===== src/rtl/reaction_game_pkg.sv =====
// reaction_game_pkg: shared state encoding, timing defaults and window helper for the reaction game
package reaction_game_pkg;
  typedef enum logic [2:0] {IDLE, ARM, TARGET, SCORE, GAME_OVER} state_t;
  localparam int ARM_DELAY_MS = 10;
  localparam int BASE_WINDOW_MS = 1000;
  function automatic int window_ms(int lvl, int base, int step, int floor_ms);
    return (lvl * step >= base - floor_ms) ? floor_ms : base - lvl * step;
  endfunction
endpackage


===== src/rtl/lane_toggle_detect.sv =====
// lane_toggle_detect: flags every lane whose switch changed since the previous cycle
module lane_toggle_detect #(
  parameter int N_LANES = 18
) (
  input  logic               clk,
  input  logic               reset_n,
  input  logic [N_LANES-1:0] switches,
  output logic [N_LANES-1:0] toggle
);
  logic [N_LANES-1:0] prev;
  // remember last cycle's switch levels
  always_ff @(posedge clk or negedge reset_n)
    if (!reset_n) prev <= '0;
    else prev <= switches;
  assign toggle = switches ^ prev;
endmodule


===== src/rtl/multi_lane_reaction_game_fsm.sv =====
// multi_lane_reaction_game_fsm: N-lane reaction game controller; REACTION_GAME_PENALTY_EN makes wrong-lane toggles cost a point
module multi_lane_reaction_game_fsm
  import reaction_game_pkg::*;
#(
  parameter int N_LANES        = 18,
  parameter int SCORE_W        = 7,
  parameter int LEVEL_W        = 4,
  parameter int MAX_LEVEL      = 9,
  parameter int HITS_PER_LEVEL = 5,
  parameter int ARM_DELAY_MS   = reaction_game_pkg::ARM_DELAY_MS,
  parameter int BASE_WINDOW_MS = reaction_game_pkg::BASE_WINDOW_MS,
  parameter int WINDOW_STEP_MS = 100,
  parameter int MIN_WINDOW_MS  = 200,
  parameter int TIMER_W        = 11
) (
  input  logic                       clk,
  input  logic                       reset_n,
  input  logic                       button_edge,
  input  logic [N_LANES-1:0]         switches,
  input  logic [$clog2(N_LANES)-1:0] random_value,
  input  logic [TIMER_W-1:0]         timer_value,
  input  logic [5:0]                 game_timer_value,
  output logic                       reset,
  output logic                       up,
  output logic                       enable,
  output logic [TIMER_W-1:0]         start_value,
  output logic                       game_reset,
  output logic                       game_timer_enable,
  output logic [N_LANES-1:0]         leds,
  output logic [SCORE_W-1:0]         user_score,
  output logic [LEVEL_W-1:0]         level
);
  localparam int LANE_W = $clog2(N_LANES);
  localparam int HIT_W = $clog2(HITS_PER_LEVEL + 1);
  state_t state, state_n;
  logic [LANE_W-1:0] lane, lane_n;
  logic [HIT_W-1:0] hits, hits_n;
  logic hit_q, hit_q_n;
  logic [SCORE_W-1:0] score_n;
  logic [LEVEL_W-1:0] level_n;
  logic reset_d, enable_d, game_reset_d;
  logic [TIMER_W-1:0] start_d;
  logic [N_LANES-1:0] leds_d, toggle;
  logic round_exp, game_over, hit, penalty, apply_hit, level_up;

  lane_toggle_detect #(.N_LANES(N_LANES)) u_toggle (
    .clk      (clk),
    .reset_n  (reset_n),
    .switches (switches),
    .toggle   (toggle)
  );

  assign up = 1'b0;
  // a timer value seen while a load is pending is stale, so it never counts as expiry
  assign round_exp = timer_value == '0 && !reset;
  assign game_over = game_timer_value == '0 && (state == ARM || state == TARGET || state == SCORE);
  assign hit = state == TARGET && toggle[lane];
`ifdef REACTION_GAME_PENALTY_EN
  assign penalty = state == TARGET && !hit && |(toggle & ~({{(N_LANES-1){1'b0}}, 1'b1} << lane));
`else
  assign penalty = 1'b0;
`endif
  // a hit is credited in SCORE, or immediately when the game ends in the same cycle
  assign apply_hit = (state == SCORE && hit_q) || (hit && game_over);
  assign level_up = apply_hit && hits == HIT_W'(HITS_PER_LEVEL - 1);

  // next state, score bookkeeping and next registered outputs
  always_comb begin
    state_n = state;
    lane_n = lane;
    hits_n = hits;
    hit_q_n = 1'b0;
    score_n = user_score;
    level_n = level;
    case (state)
      IDLE: if (button_edge) begin
        state_n = ARM;
        score_n = '0;
        level_n = '0;
        hits_n = '0;
      end
      ARM: if (game_over) state_n = GAME_OVER;
      else if (round_exp) begin
        state_n = TARGET;
        lane_n = random_value >= N_LANES ? LANE_W'(random_value - N_LANES) : random_value;
      end
      TARGET: if (game_over) state_n = GAME_OVER;
      else if (hit || round_exp) begin
        state_n = SCORE;
        hit_q_n = hit;
      end
      SCORE: state_n = game_over ? GAME_OVER : ARM;
      GAME_OVER: if (button_edge) state_n = IDLE;
      default: state_n = IDLE;
    endcase
    if (apply_hit) begin
      score_n = &user_score ? user_score : user_score + 1'b1;
      hits_n = level_up ? '0 : hits + 1'b1;
      if (level_up && level != LEVEL_W'(MAX_LEVEL)) level_n = level + 1'b1;
    end else if (penalty && user_score != '0) score_n = user_score - 1'b1;
    leds_d = state_n == GAME_OVER ? '1 : state_n == TARGET ? {{(N_LANES-1){1'b0}}, 1'b1} << lane_n : '0;
    enable_d = state_n == ARM || state_n == TARGET || state_n == SCORE;
    game_reset_d = state_n == IDLE;
    reset_d = state_n == IDLE || state_n == SCORE || (state == ARM && state_n == TARGET);
    start_d = state_n == TARGET ? TIMER_W'(window_ms(int'(level), BASE_WINDOW_MS, WINDOW_STEP_MS, MIN_WINDOW_MS))
                                : TIMER_W'(ARM_DELAY_MS);
  end

  // state and all outputs registered
  always_ff @(posedge clk or negedge reset_n)
    if (!reset_n) begin
      state <= IDLE;
      lane <= '0;
      hits <= '0;
      hit_q <= 1'b0;
      user_score <= '0;
      level <= '0;
      reset <= 1'b1;
      enable <= 1'b0;
      start_value <= TIMER_W'(ARM_DELAY_MS);
      game_reset <= 1'b1;
      game_timer_enable <= 1'b0;
      leds <= '0;
    end else begin
      state <= state_n;
      lane <= lane_n;
      hits <= hits_n;
      hit_q <= hit_q_n;
      user_score <= score_n;
      level <= level_n;
      reset <= reset_d;
      enable <= enable_d;
      start_value <= start_d;
      game_reset <= game_reset_d;
      game_timer_enable <= enable_d;
      leds <= leds_d;
    end
endmodule

===== config.mk =====
export PLATFORM = sky130hd
export DESIGN_NAME = multi_lane_reaction_game_fsm
export DESIGN_NICKNAME = d
export VERILOG_FILES = /design/src/rtl/reaction_game_pkg.sv /design/src/rtl/lane_toggle_detect.sv /design/src/rtl/multi_lane_reaction_game_fsm.sv
export SDC_FILE = /design/constraint.sdc
export NUM_CORES = 1
export LEC_CHECK = 0
export CAP_MARGIN = 5
export CORE_MARGIN = 3
export CORE_UTILIZATION = 50
export DETAILED_ROUTE_END_ITERATION = 10
export PLACE_DENSITY = 0.81
export SLEW_MARGIN = 10
export SYNTH_ARGS = -nofsm -noshare
export SYNTH_HDL_FRONTEND = slang
export SYNTH_SLANG_ARGS = --single-unit

===== constraint.sdc =====
create_clock -name clk -period 3.4 [get_ports clk]
set_input_delay 0.68 -clock clk [delete_from_list [all_inputs] [get_ports clk]]
set_output_delay 0.68 -clock clk [all_outputs]
set_load 0.02 [all_outputs]

Yosys cells after proc, flatten, opt, wreduce, memory -nomap -nowiden

Index checks and enable logic that the tools add are counted.

Register bits: 73
Bits in latches: 0
Bits in writable memories: 0
Memory bits (read-only): 0
Bits of input ports: 43
Output and inout bits: 45
Logic and storage cells: 93
Memories kept: 0

Add/sub/neg operators: 5
Multiply operators: 1
Div/mod/pow operators: 0
Magnitude comparators: 3
Eq/ne operators: 11
Shift operators: 1
Muxes and demuxes: 33
Bitwise operators: 1
Reduce and logical (&&, ||, !) cells: 26

Operators with widths:

| kind                                                                                  | count |
|---|---|
| 18-bit 2-to-1 mux                                                                     | 2 |
| 3-bit 2-to-1 mux                                                                      | 11 |
| 32-bit by 11-bit greater-or-equal comparator with 1-bit output, second input constant | 1 |
| 7-bit 2-to-1 mux                                                                      | 4 |
| 11-bit 2-to-1 mux                                                                     | 2 |
| 5-bit 2-to-1 mux                                                                      | 4 |
| 1-bit by 5-bit << shifter with 18-bit output, first input constant                    | 1 |
| 18-bit XOR                                                                            | 1 |
| 4-bit 2-to-1 mux                                                                      | 4 |
| 3-bit one-hot mux with 5 select lines                                                 | 1 |
| 3-bit by 2-bit == test with 1-bit output, second input constant                       | 4 |
| 11-bit logical NOT                                                                    | 1 |
| 10-bit by 11-bit subtractor with 11-bit output, first input constant                  | 1 |
| 3-bit == test, second input constant                                                  | 3 |
| 4-bit by 5-bit multiplier with 9-bit output, second input constant                    | 1 |
| 1-bit logical AND                                                                     | 8 |
| 1-bit logical OR                                                                      | 8 |
| 7-bit by 1-bit adder with 7-bit output, second input constant                         | 1 |
| 7-bit AND reduction                                                                   | 1 |
| 3-bit by 1-bit == test with 1-bit output, second input constant                       | 2 |
| 3-bit logical NOT                                                                     | 2 |
| 6-bit logical NOT                                                                     | 1 |
| 5-bit by 6-bit less-than comparator with 1-bit output, second input constant          | 1 |
| 1-bit binary-select mux with 5-bit select                                             | 1 |
| other kinds (11)                                                                      | 15 |

Logic depth before layout (Yosys ltp)

Gate-level depths: netlist of the first run.

Depth in word-level cells: 11
Gate-level depth with buffers: 10
Mapped depth without buffers: 10

Cells and area by module

Synthesis of the first run repeated with hierarchy kept, for this count alone.

Cell total of the unflattened synthesis: 374
Area, all modules: 3,901.2 µm²

By module, submodules not included:

| module                       | times used | cells an instance | area an instance (µm²) | sequential area each (µm²) |
|---|---|---|---|---|
| multi_lane_reaction_game_fsm | 1          | 338               | 3,293.2                | 1,356.3 |
| lane_toggle_detect           | 1          | 36                | 608.1                  | 450.4 |

Least setup slack after synthesis of the first run

OpenSTA, ideal clock, no wires.

Kind: input to register
Start point: in switches[3]
End point: reg leds[12]
Setup time: 0.076 ns
Arrival time: 2.617 ns
Required time: 3.324 ns
Setup slack: 0.706 ns
Cell stages on the path: 9
Buffers on the path: 1
Cells stage by stage: xor2_1 -> mux4_2 -> a21oi_2 -> nand4_4 -> a211oi_4 -> inv_2 -> or3b_1 -> buf_2 -> o21ai_1

Longest elaborated chain between the ends: 11
Elaborated cells between the ends (all ways): 12
Those cells by class: eq/ne (2); mux (7); bitwise (1); reduce/logical (2)

Ends and longest elaborated chain:

| item                                          | RTL line                            | source |
|---|---|---|
| start: declaration                            | multi_lane_reaction_game_fsm.sv:19  | `input logic [N_LANES-1:0] switches,` |
| 18-bit XOR (*)                                | lane_toggle_detect.sv:15            | `assign toggle = switches ^ prev;` |
| 1-bit binary-select mux with 5-bit select (*) | multi_lane_reaction_game_fsm.sv:57  | `assign hit = state == TARGET && toggle[lane];` |
| 1-bit 2-to-1 mux (not written as such) (*)    | multi_lane_reaction_game_fsm.sv:57  |  |
| 1-bit logical AND (*)                         | multi_lane_reaction_game_fsm.sv:57  |  |
| 1-bit logical OR (*)                          | multi_lane_reaction_game_fsm.sv:88  | `else if (hit \|\| round_exp) begin` |
| 3-bit 2-to-1 mux (*)                          | multi_lane_reaction_game_fsm.sv:88  |  |
| 3-bit 2-to-1 mux (*)                          | multi_lane_reaction_game_fsm.sv:87  | `TARGET: if (game_over) state_n = GAME_OVER;` |
| 3-bit one-hot mux with 5 select lines (*)     | multi_lane_reaction_game_fsm.sv:75  | `case (state)` |
| 3-bit by 2-bit == test with 1-bit output      | multi_lane_reaction_game_fsm.sv:101 | `leds_d = state_n == GAME_OVER ? '1 : state_n == TARGET ? {{(N_LANES-1){1'b0}}, 1'b1} << lane_n : '0;` |
| 18-bit 2-to-1 mux                             | multi_lane_reaction_game_fsm.sv:101 |  |
| 18-bit 2-to-1 mux (*)                         | multi_lane_reaction_game_fsm.sv:101 |  |
| named net leds_d[12]                          | multi_lane_reaction_game_fsm.sv:43  | `logic [N_LANES-1:0] leds_d, toggle;` |
| end signal: assignment                        | multi_lane_reaction_game_fsm.sv:136 | `leds <= leds_d;` |
| end: declaration                              | multi_lane_reaction_game_fsm.sv:29  | `output logic [N_LANES-1:0] leds,` |

Mark *: on every way through the listed nets, which the timed path passes. The rest lies on a longest branch. The select of a mux whose other input is x is not followed.
A chain may end at the register's enable or synchronous reset.

Worst setup path in the final report of the first run

Start point: in timer_value[1]
End point: reg leds[13]

Longest elaborated chain between the ends: 9
Elaborated cells between the ends (all ways): 16
Those cells by class: eq/ne (2); shift (1); mux (10); reduce/logical (3)

Ends and longest elaborated chain:

| item                                     | RTL line                            | source |
|---|---|---|
| start: declaration                       | multi_lane_reaction_game_fsm.sv:21  | `input logic [TIMER_W-1:0] timer_value,` |
| 11-bit logical NOT (*)                   | multi_lane_reaction_game_fsm.sv:55  | `assign round_exp = timer_value == '0 && !reset;` |
| 1-bit logical AND (*)                    | multi_lane_reaction_game_fsm.sv:55  |  |
| 1-bit logical OR                         | multi_lane_reaction_game_fsm.sv:88  |  |
| 3-bit 2-to-1 mux                         | multi_lane_reaction_game_fsm.sv:88  |  |
| 3-bit 2-to-1 mux                         | multi_lane_reaction_game_fsm.sv:87  |  |
| 3-bit one-hot mux with 5 select lines    | multi_lane_reaction_game_fsm.sv:75  |  |
| 3-bit by 2-bit == test with 1-bit output | multi_lane_reaction_game_fsm.sv:101 |  |
| 18-bit 2-to-1 mux                        | multi_lane_reaction_game_fsm.sv:101 |  |
| 18-bit 2-to-1 mux (*)                    | multi_lane_reaction_game_fsm.sv:101 |  |
| named net leds_d[13]                     | multi_lane_reaction_game_fsm.sv:43  |  |

Mark *: on every way through the listed nets, which the timed path passes. The rest lies on a longest branch.

==> impl_results.md, run 1 <==
- Worst path max stage delay: 540 ps
- Placed Area: 4540 µm²
- CTS clk-pin slew, worst paths: 80 ps
- Hold Buf Count CTS: 0
- Slew Limit Headroom: 0.246
- Min cycle time layout: 2990 ps
- Die X: 90.6 µm
- Post-CTS setup buffer count: 0
- CP Capture Type: register
- GPL Wtd Cong: 0.842
- First-pass GRT wire length: 13800 µm
- Final hold vios: 0
- CP startpoint: timer_value[1]
- R2R Setup Slk: 680 ps
- Final Cell Area: 4820 µm²
- DRC: 0
- Gr usage total: 0.209
- Post-cts sizing count: 0
- Fmax: 334 MHz
- CTS tree: built
- Synth Cell Area: 3580 µm²
- RSZ-0062 raised after global routing: no
- Clk sinks: 72
- RR Startpoint: level[0]$_DFF_PN0_
- Setup Total Neg Slack: 0 ps
- Yosys top cell area share: 0.476
- CP top delay family: simple AND/OR/NAND/NOR gates
- Worst Skew: 9.51 ps
- Routed len/inst: 15.7 µm
- P_leak: 2.14 nW
- Core area: 6870 µm²
- H-tree depth: 3
- Final wirelength: 8230 µm
- Maxcap violations: 0
- Top cell type by total area after synthesis: dfrtp_1
- Port bufs: 85
- R2R Path End: start_value[8]$_DFF_PN0_
- Status: completed
- Final HPWL DP: 6010 µm
- R2R cell count: 9
- Ys Warns: 0
- Post-DRT Antenna Nets: 0
- Final nets: 485
- Worst path depth: 9
- Root cell of the clock tree: clkbuf_8
- Max VDD drop: 0.000236 V
- # diodes: 0
- Share of layout cells above drive strength 1: 0.103
- Gr ovfl total: 0
- CTS Buffer Depth: 2
- Crit-path max FO: 8
- I/O Pins: 88
- Clk_lat worst skew: 350 ps
- Number of global-route vias before repair: 2955
- Tcrit/Tclk final: 0.881
- Final hold slack: 488 ps
- Cell area power density: 457 nW/µm²
- Final setup viols: 0
- Synth Instances: 329
- Post-Syn Area per Cell: 10.9 µm²
- CTS buffer count: 9
- Critical Path RT: 3670 ps
- CP bufs+invs: 2
- Die ar.: 8200 µm²
- CP Data Arrival Time: 3260 ps
- Slew Viols, Final: 0
- Die Y: 90.6 µm
- DR iter-0 viols: 149
- Tightest Hold Check Type: register to register
- DR vias/cell: 5.41
- Setup crit start kind: primary input
- Synth area leaders: dfrtp_1 48%, ha_1 6.3%, xor2_1 3.4%, xnor2_1 3.2%, dfstp_2 2.9%
- Row Count: 30
- Worst setup slack after layout: 406 ps
- Worst slew pin tran: 1130 ps
- Kind of critical path: primary input to register
- Async SR Flop Fraction: 1.00
- Synthesized flop and latch total: 72
- Most used DFF post-synth: dfrtp_1
- Slowest cell on the critical path: or3b_1
- Number of flops mapped to enable cells by yosys: 0
- Timing endpoint of the critical path: leds[13]$_DFF_PN0_
- Initial antenna violation count: 0
- Worst-path cell chain: clkdlybuf4s50_1 > nor4_2 > nand3_1 > nor3b_1 > o21ai_0 > a211oi_4 > inv_2 > or3b_1 > o21ai_1
- Initial Util: 0.521
- Initial DRT Pass Iterations: 4
- Distinct cells, synth: 62
- Sequential fraction of the synthesis area: 0.505
- Via count: 2834
- Pre-CTS setup slack: 42.4 ps
- Area grow syn2layout: 34.8%
- Largest net degree at the start of global routing: 73
==> registers in the layout (all words and copies together), names as in the netlist <==
name / count
game_reset: 1
level: 4
state: 3
lane: 5
u_toggle.prev: 18
start_value: 10
hits: 3
hit_q: 1
game_timer_enable: 1
reset: 1
user_score: 7
leds: 18
==> worst min-delay path by stage <==
stage / from / endpoint / slack, ps / cells past startpoint
floorplan: reset_n / game_timer_enable$_DFF_PN0_ / 380 / 0
global placement: hits[2]$_DFFE_PN0P_ / hits[2]$_DFFE_PN0P_ / 460 / 1
detailed placement: hits[2]$_DFFE_PN0P_ / hits[2]$_DFFE_PN0P_ / 470 / 1
CTS: hits[2]$_DFFE_PN0P_ / hits[2]$_DFFE_PN0P_ / 490 / 1
global route: hits[2]$_DFFE_PN0P_ / hits[2]$_DFFE_PN0P_ / 530 / 1
finish: hits[2]$_DFFE_PN0P_ / hits[2]$_DFFE_PN0P_ / 490 / 1
==> cell families after synthesis <==
group	Yosys count	share of synthesized area
AND/OR/NAND/NOR	97	0.151
multiplexers	12	0.0448
AO/OA/AOI/OAI	70	0.125
XOR/XNOR	27	0.0661
buffers and inverters	31	0.0381
flip-flops	72	0.505
adder cells (fa/ha/maj)	19	0.0686
other	1	0.00105
==> cells in the mapped netlist (all sizes together), types with 6 or more instances <==
cell / instances
ha: 18
nand2: 22
a21oi: 15
nand3: 8
xor2: 14
buf: 6
xnor2: 13
o21ai: 27
and2: 6
clkbuf: 6
mux2i: 7
inv: 19
dfrtp: 68
o31ai: 6
nor2: 23
==> routing by layer <==
metal / vias to the layer above / GRT usage / wire length, µm
li1: 1342 / - / -
met1: 1399 / 0.256 / 3360
met2: 82 / 0.365 / 4340
met3: 11 / 0.0525 / 429
met4: 0 / 0.0625 / 102
met5: - / 0 / 0
==> power breakdown <==
part | internal [mW] | total (mW) | leakage [nW] | switching, mW
logic | 0.164 | 0.338 | 1.07 | 0.174
registers | 0.904 | 0.939 | 0.930 | 0.0351
clock network | 0.587 | 0.927 | 0.137 | 0.340
total | 1.66 | 2.20 | 2.14 | 0.549
==> stage by stage <==
step,power [mW],utilization,instances
after floorplan,1.13,-,331
after global placement,1.28,0.662,508
after detailed placement,1.29,0.662,508
after CTS,2.22,0.702,524
after global routing,2.29,0.702,524
final,2.20,0.702,524
==> cells in the final DEF, fill, tap and decap left out, types with 3 or more instances in the layout <==
master and count:
xor2_1 14, xnor2_1 13, nor3_1 4, nand3_1 8
and3_1 3, nor3b_1 3, clkdlybuf4s50_1 84, nand4_1 3
mux4_2 3, nor2_1 23, bufinv_16 4, nor2b_1 5
ha_1 18, nor4_2 3, o21ai_1 18, dfrtp_1 68
nand2_1 22, mux2i_1 7, a21oi_1 14, o21ai_0 9
o211ai_1 3, o31ai_1 6, clkbuf_8 10, conb_1 3
and2_1 6, dfstp_2 4, inv_1 18, buf_4 8
==> final cells by class <==
cell class / instances / area [µm²]
clock buffers: 10 / 138
clock inverters: 6 / 138
fillers: 509 / 2050
inverters: 19 / 71.3
multi-input cells: 228 / 1640
flip-flops and latches: 72 / 1810
well taps: 96 / 120
repair buffers: 93 / 906
Note: power is estimated with default switching activity, not from simulation.
==> inputs of run 2 (changes only) <==
--- a/config.mk
+++ b/config.mk
@@ -6,7 +6,6 @@
 export NUM_CORES = 1
 export LEC_CHECK = 0
 export CAP_MARGIN = 5
-export CORE_MARGIN = 3
 export CORE_UTILIZATION = 50
 export DETAILED_ROUTE_END_ITERATION = 10
 export PLACE_DENSITY = 0.81
==> impl_results.md, run 2 (same netlist as run 1, synthesis figures left out) <==
- Gr usage total: 0.235 (+0.0260)
- DR vias/cell: 5.41 (about the same)
- Post-DRT Antenna Nets: 0 (unchanged)
- Slowest cell on the critical path: or3b_1
- CTS clk-pin slew, worst paths: 80 ps (about the same)
- Most frequent cells in the layout: 84 x clkdlybuf4s50_1, 68 x dfrtp_1, 23 x nor2_1, 22 x nand2_1
- Worst path max stage delay: 530 ps (about the same)
- CP top delay family: compound AO/OA/AOI/OAI gates
- Min cycle time layout: 2940 ps (-51.2 ps)
- RR Startpoint: level[0]$_DFF_PN0_
- # diodes: 0 (unchanged)
- Max VDD drop: 0.000249 V (+5.3%)
- GPL Wtd Cong: 0.865 (+2.7%)
- Final HPWL DP: 5690 µm (-5.4%)
- Critical Path RT: 3670 ps (about the same)
- Via count: 2836 (+0.071%)
- First-pass GRT wire length: 13600 µm (-1.9%)
- Largest regs: leds x18, u_toggle.prev x18, start_value x10
- Kind of critical path: primary input to register
- Final hold slack: 162 ps (-327 ps)
- Power consumption: 2.02 mW (-8.4%)
- Initial DRT Pass Iterations: 4 (unchanged)
- Cell area power density: 424 nW/µm² (-7.3%)
- Worst Skew: 8.61 ps (-0.905 ps)
- Status: completed
- Root cell of the clock tree: clkbuf_8
- I/O Pins: 88 (unchanged)
- Post-Route Utilization: 0.694 (-0.00801)
- Maxcap violations: 0 (unchanged)
- CP Data Arrival Time: 3210 ps (-50 ps)
- Post-cts sizing count: 0 (unchanged)
- Final nets: 485 (unchanged)
- Gr ovfl total: 0 (unchanged)
- CTS tree: built
- Tightest Hold Check Type: primary input to asynchronous set/reset pin
- Core area: 6870 µm² (unchanged)
- Row Count: 30 (unchanged)
- H-tree depth: 3 (unchanged)
- Setup crit start kind: primary input
- Setup Total Neg Slack: 0 ps (unchanged)
- Port bufs: 85 (unchanged)
- Worst slew pin tran: 1070 ps (-58.7 ps)
- Final setup viols: 0 (unchanged)
- CTS buffer count: 9 (unchanged)
- Tcrit/Tclk final: 0.866 (-0.0151)
- Crit-path max FO: 8 (unchanged)
- Initial antenna violation count: 0 (unchanged)
- Final hold vios: 0 (unchanged)
- Largest net degree at the start of global routing: 44 (-40%)
- Share of layout cells above drive strength 1: 0.103 (unchanged)
- RSZ-0062 raised after global routing: no
- Worst-path cell chain: clkdlybuf4s50_1 > xor2_1 > mux4_2 > a21oi_2 > nand4_4 > a211oi_4 > inv_2 > or3b_1 > o21ai_1
- CP Capture Type: register
- Number of global-route vias before repair: 2890 (-2.2%)
- Area grow syn2layout: 33.2%
- # fillers: 547 (+7.5%)
- P_leak: 2.11 nW (-1.1%)
- DR iter-0 viols: 107 (-28%)
- Fmax: 340 MHz (+1.7%)
- Final wirelength: 7760 µm (-5.7%)
- Die X: 86.6 µm (-4.4%)
- CP startpoint: switches[3]
- Commonest non-fill, non-tap cell in the layout: clkdlybuf4s50_1
- CTS Buffer Depth: 2 (unchanged)
- Die ar.: 7490 µm² (-8.6%)
- Slew Viols, Final: 0 (unchanged)
- Routed len/inst: 14.8 µm (-5.7%)
- FF+latch area: 1810 µm² (unchanged)
- Die Y: 86.6 µm (-4.4%)
- Slew Limit Headroom: 0.285 (+0.0391)
- Hold Buf Count CTS: 0 (unchanged)
- Clk_lat worst skew: 350 ps (about the same)
- Post-CTS setup buffer count: 0 (unchanged)
- DRC: 0 (unchanged)
- Clk sinks: 72 (unchanged)
- CP bufs+invs: 2 (unchanged)
- Multi-input logic area: 1640 µm² (unchanged)
- Initial Util: 0.521 (unchanged)
## run 2: cell count changes in the layout (fill, tap and decap cells not counted), sizes merged
cell | previous run | this run
clkbuf | 10 | 9
bufinv | 4 | 2
inv | 21 | 19
clkinv | 0 | 5
## run 2: worst register-to-register path, delay by kind of cell, from the launching register on
| kind | cells | cell delay (ps) |
|---|---|---|
| AOI/OAI and AO/OA | 1 | 100 |
| xor gates and xnor gates | 1 | 300 |
| buffers and inverters | 1 | 130 |
| DFF | 1 | 520 |
| and+or+nand+nor | 3 | 610 |
| adders and majority gates | 3 | 1030 |
## run 2: final timing paths
| check | to | slack, ps | cells past startpoint |
|---|---|---|---|
| worst min register to register | hits[2]$_DFFE_PN0P_ | 500 | 1 |
| max in group asynchronous | game_reset$_DFF_PN1_ | 2470 | 2 |
| worst min-delay path | start_value[8]$_DFF_PN0_ | 160 | 1 |
| worst max register to register | start_value[8]$_DFF_PN0_ | 640 | 9 |
| min in group clk | hits[2]$_DFFE_PN0P_ | 500 | 1 |
| worst max-delay path | leds[12]$_DFF_PN0_ | 460 | 9 |
## run 2: cell type report
cell class | instances | share of cell area
clock buffers | 9 | 0.0260
well taps | 96 | 0.0252
clock inverters | 7 | 0.0202
repair buffers | 93 | 0.190
inverters | 19 | 0.0150
multi-input cells | 228 | 0.344
flip-flops and latches | 72 | 0.379
## run 2: per-layer routing
metal  vias up  track usage  wire [µm]
met5         -            0          0
met2       102        0.388       3810
met1      1374        0.310       3410
met3        16       0.0533        396
li1       1344            -          -
met4         0       0.0758        142
## run 2: report_power, final
group	switching, mW	internal (mW)
Clock	0.333	0.414
Combinational	0.170	0.165
Sequential	0.0335	0.904
## run 2: per-stage QoR
step	instance area (µm²)	std cells	setup slack, ps
CTS	4760	524	480
global placement	4540	508	195
detailed placement	4540	508	95.7
floorplan	3580	331	706
finish	4760	524	457
global route	4760	524	259
==> inputs of run 3 (changes only) <==
--- a/config.mk
+++ b/config.mk
@@ -6,6 +6,7 @@
 export NUM_CORES = 1
 export LEC_CHECK = 0
 export CAP_MARGIN = 5
+export CORE_MARGIN = 10
 export CORE_UTILIZATION = 50
 export DETAILED_ROUTE_END_ITERATION = 10
 export PLACE_DENSITY = 0.81
==> impl_results.md, run 3 (same netlist as run 1, synthesis figures left out) <==
- Logic pwr share: 0.168 (+0.002)
- Initial DRT Pass Iterations: 4 (unchanged)
- CTS buffer count: 9 (unchanged)
- Gr usage total: 0.160 (-0.0755)
- Setup Total Neg Slack: 0 ps (unchanged)
- Area grow syn2layout: 32.9%
- Crit-path max FO: 8 (unchanged)
- DRC: 0 (unchanged)
- Post-cts sizing count: 0 (unchanged)
- Flop pwr share: 0.463 (about the same)
- Worst slew pin tran: 1100 ps (+25.3 ps)
- Initial Util: 0.521 (unchanged)
- Commonest non-fill, non-tap cell in the layout: clkdlybuf4s50_1
- GPL Wtd Cong: 0.839 (-3.0%)
- Gr ovfl total: 0 (unchanged)
- Post-CTS setup buffer count: 0 (unchanged)
- Tcrit/Tclk final: 0.868 (+0.00204)
- Kind of critical path: primary input to register
- First-pass GRT wire length: 14500 µm (+7.2%)
- Worst path max stage delay: 520 ps (about the same)
- Slowest cell on the critical path: or3b_1
- Clock share of power: 0.369 (about the same)
- Switching Share: 0.269 (+0.00289)
- H-tree depth: 3 (unchanged)
- CP Capture Type: register
- Die X: 105 µm (+21%)
- Initial antenna violation count: 0 (unchanged)
- Largest regs: leds x18, u_toggle.prev x18, start_value x10
- Share of layout cells above drive strength 1: 0.0962 (-0.00656)
- Via count: 2812 (-0.85%)
- Clk sinks: 72 (unchanged)
- Placed Area: 4530 µm² (-0.28%)
- Pre-CTS setup slack: 115 ps (+19.6 ps)
- Core area: 6870 µm² (unchanged)
- Number of global-route vias before repair: 2992 (+3.5%)
- I/O Pins: 88 (unchanged)
- Tightest Hold Check Type: primary input to asynchronous set/reset pin
- Maxcap violations: 0 (unchanged)
- Final Cell Area: 4750 µm² (-0.24%)
- Worst setup slack after layout: 450 ps (-6.94 ps)
- Final nets: 483 (-0.41%)
- Post-DRT Antenna Nets: 0 (unchanged)
- Routed len/inst: 16.7 µm (+13%)
- Status: completed
- Min cycle time layout: 2950 ps (+6.94 ps)
- DR iter-0 viols: 116 (+8.4%)
- Clk_lat worst skew: 340 ps (about the same)
- Worst Skew: 8.14 ps (-0.465 ps)
- DR vias/cell: 5.39 (-0.47%)
- Slew Limit Headroom: 0.268 (-0.0169)
- Power Internal: 1.49 mW (+0.13%)
- Worst-path cell chain: clkdlybuf4s50_1 > nor4_2 > nand3_1 > buf_4 > nor3_2 > mux2i_1 > or3b_1 > o21ai_1
- Cell area power density: 427 nW/µm² (+0.76%)
- Setup crit start kind: primary input
- Layout Cells excl Fill: 522 (-0.38%)
- NetSw: 0.545 mW (+1.6%)
- RSZ-0062 raised after global routing: no
- Final hold vios: 0 (unchanged)
- # diodes: 0 (unchanged)
- Final wirelength: 8740 µm (+13%)
- Row Count: 30 (unchanged)
- Hold Buf Count CTS: 0 (unchanged)
- Die ar.: 10900 µm² (+46%)
- Inst Count DP: 506 (-0.39%)
- Max VDD drop: 0.000311 V (+25%)
- CTS Buffer Depth: 2 (unchanged)
- P_leak: 2.10 nW (-0.72%)
- Slew Viols, Final: 0 (unchanged)
- Final setup viols: 0 (unchanged)
- Port bufs: 85 (unchanged)
- CP Data Arrival Time: 3210 ps (about the same)
- Final HPWL DP: 6480 µm (+14%)
- Root cell of the clock tree: clkbuf_8
- Most frequent cells in the layout: 84 x clkdlybuf4s50_1, 68 x dfrtp_1, 23 x nor2_1, 22 x nand2_1
- Die Y: 105 µm (+21%)
- Critical Path RT: 3660 ps (about the same)
- Power consumption: 2.03 mW (+0.52%)
- Fmax: 339 MHz (-0.24%)
- Largest net degree at the start of global routing: 73 (+66%)
- CTS clk-pin slew, worst paths: 80 ps (about the same)
- CTS tree: built
run 3: cell type report:
class / instances / area (µm²)
fill: 520 / 2120
sequential: 72 / 1810
multi-input combinational: 228 / 1640
timing repair buffer: 91 / 893
clock buffer: 10 / 128
tap: 96 / 120
clock inverter: 6 / 93.8
inverter: 19 / 71.3
run 3: power groups by stage:
stage,Combinational (mW),Sequential [mW],Clock (mW)
after global placement,0.330,0.954,0
after global routing,0.368,0.946,0.803
after detailed placement,0.342,0.955,0
final,0.342,0.939,0.750
after CTS,0.345,0.939,0.762
after floorplan,0.150,0.980,0
run 3: worst paths after layout:
path                            cells after the start                start  slack, ps                         to
worst min register to register                      1  hits[2]$_DFFE_PN0P_        480        hits[2]$_DFFE_PN0P_
worst max register to register                      7    lane[1]$_DFF_PN0_        690         leds[10]$_DFF_PN0_
worst min-delay path                                1              reset_n        450  user_score[2]$_DFFE_PN0P_
max in group asynchronous                           1              reset_n       2380          lane[1]$_DFF_PN0_
worst max-delay path                                8       timer_value[6]        450         leds[10]$_DFF_PN0_
min in group clk                                    1  hits[2]$_DFFE_PN0P_        480        hits[2]$_DFFE_PN0P_
run 3: per-layer routing:
layer | wire length [µm] | vias to the layer above | global-route usage
met5 | 0 | - | 0
met4 | 68 | 0 | 0.0451
met3 | 547 | 8 | 0.0553
met2 | 4580 | 85 | 0.282
met1 | 3550 | 1380 | 0.179
li1 | - | 1339 | -
run 3: metrics by stage:
stage          utilization  hold WS [ps]
3_3_place_gp         0.660           459
3_5_place_dp         0.660           469
2_1_floorplan            -           384
4_1_cts              0.692           481
6_report             0.692           454
5_1_grt              0.692           513
run 3: worst max-delay path: cells and delay by family:
kind	cells	cell delay [ps]
AO/OA/AOI/OAI	1	200
multiplexers	1	290
AND/OR/NAND/NOR	4	1430
buffers and inverters	2	600
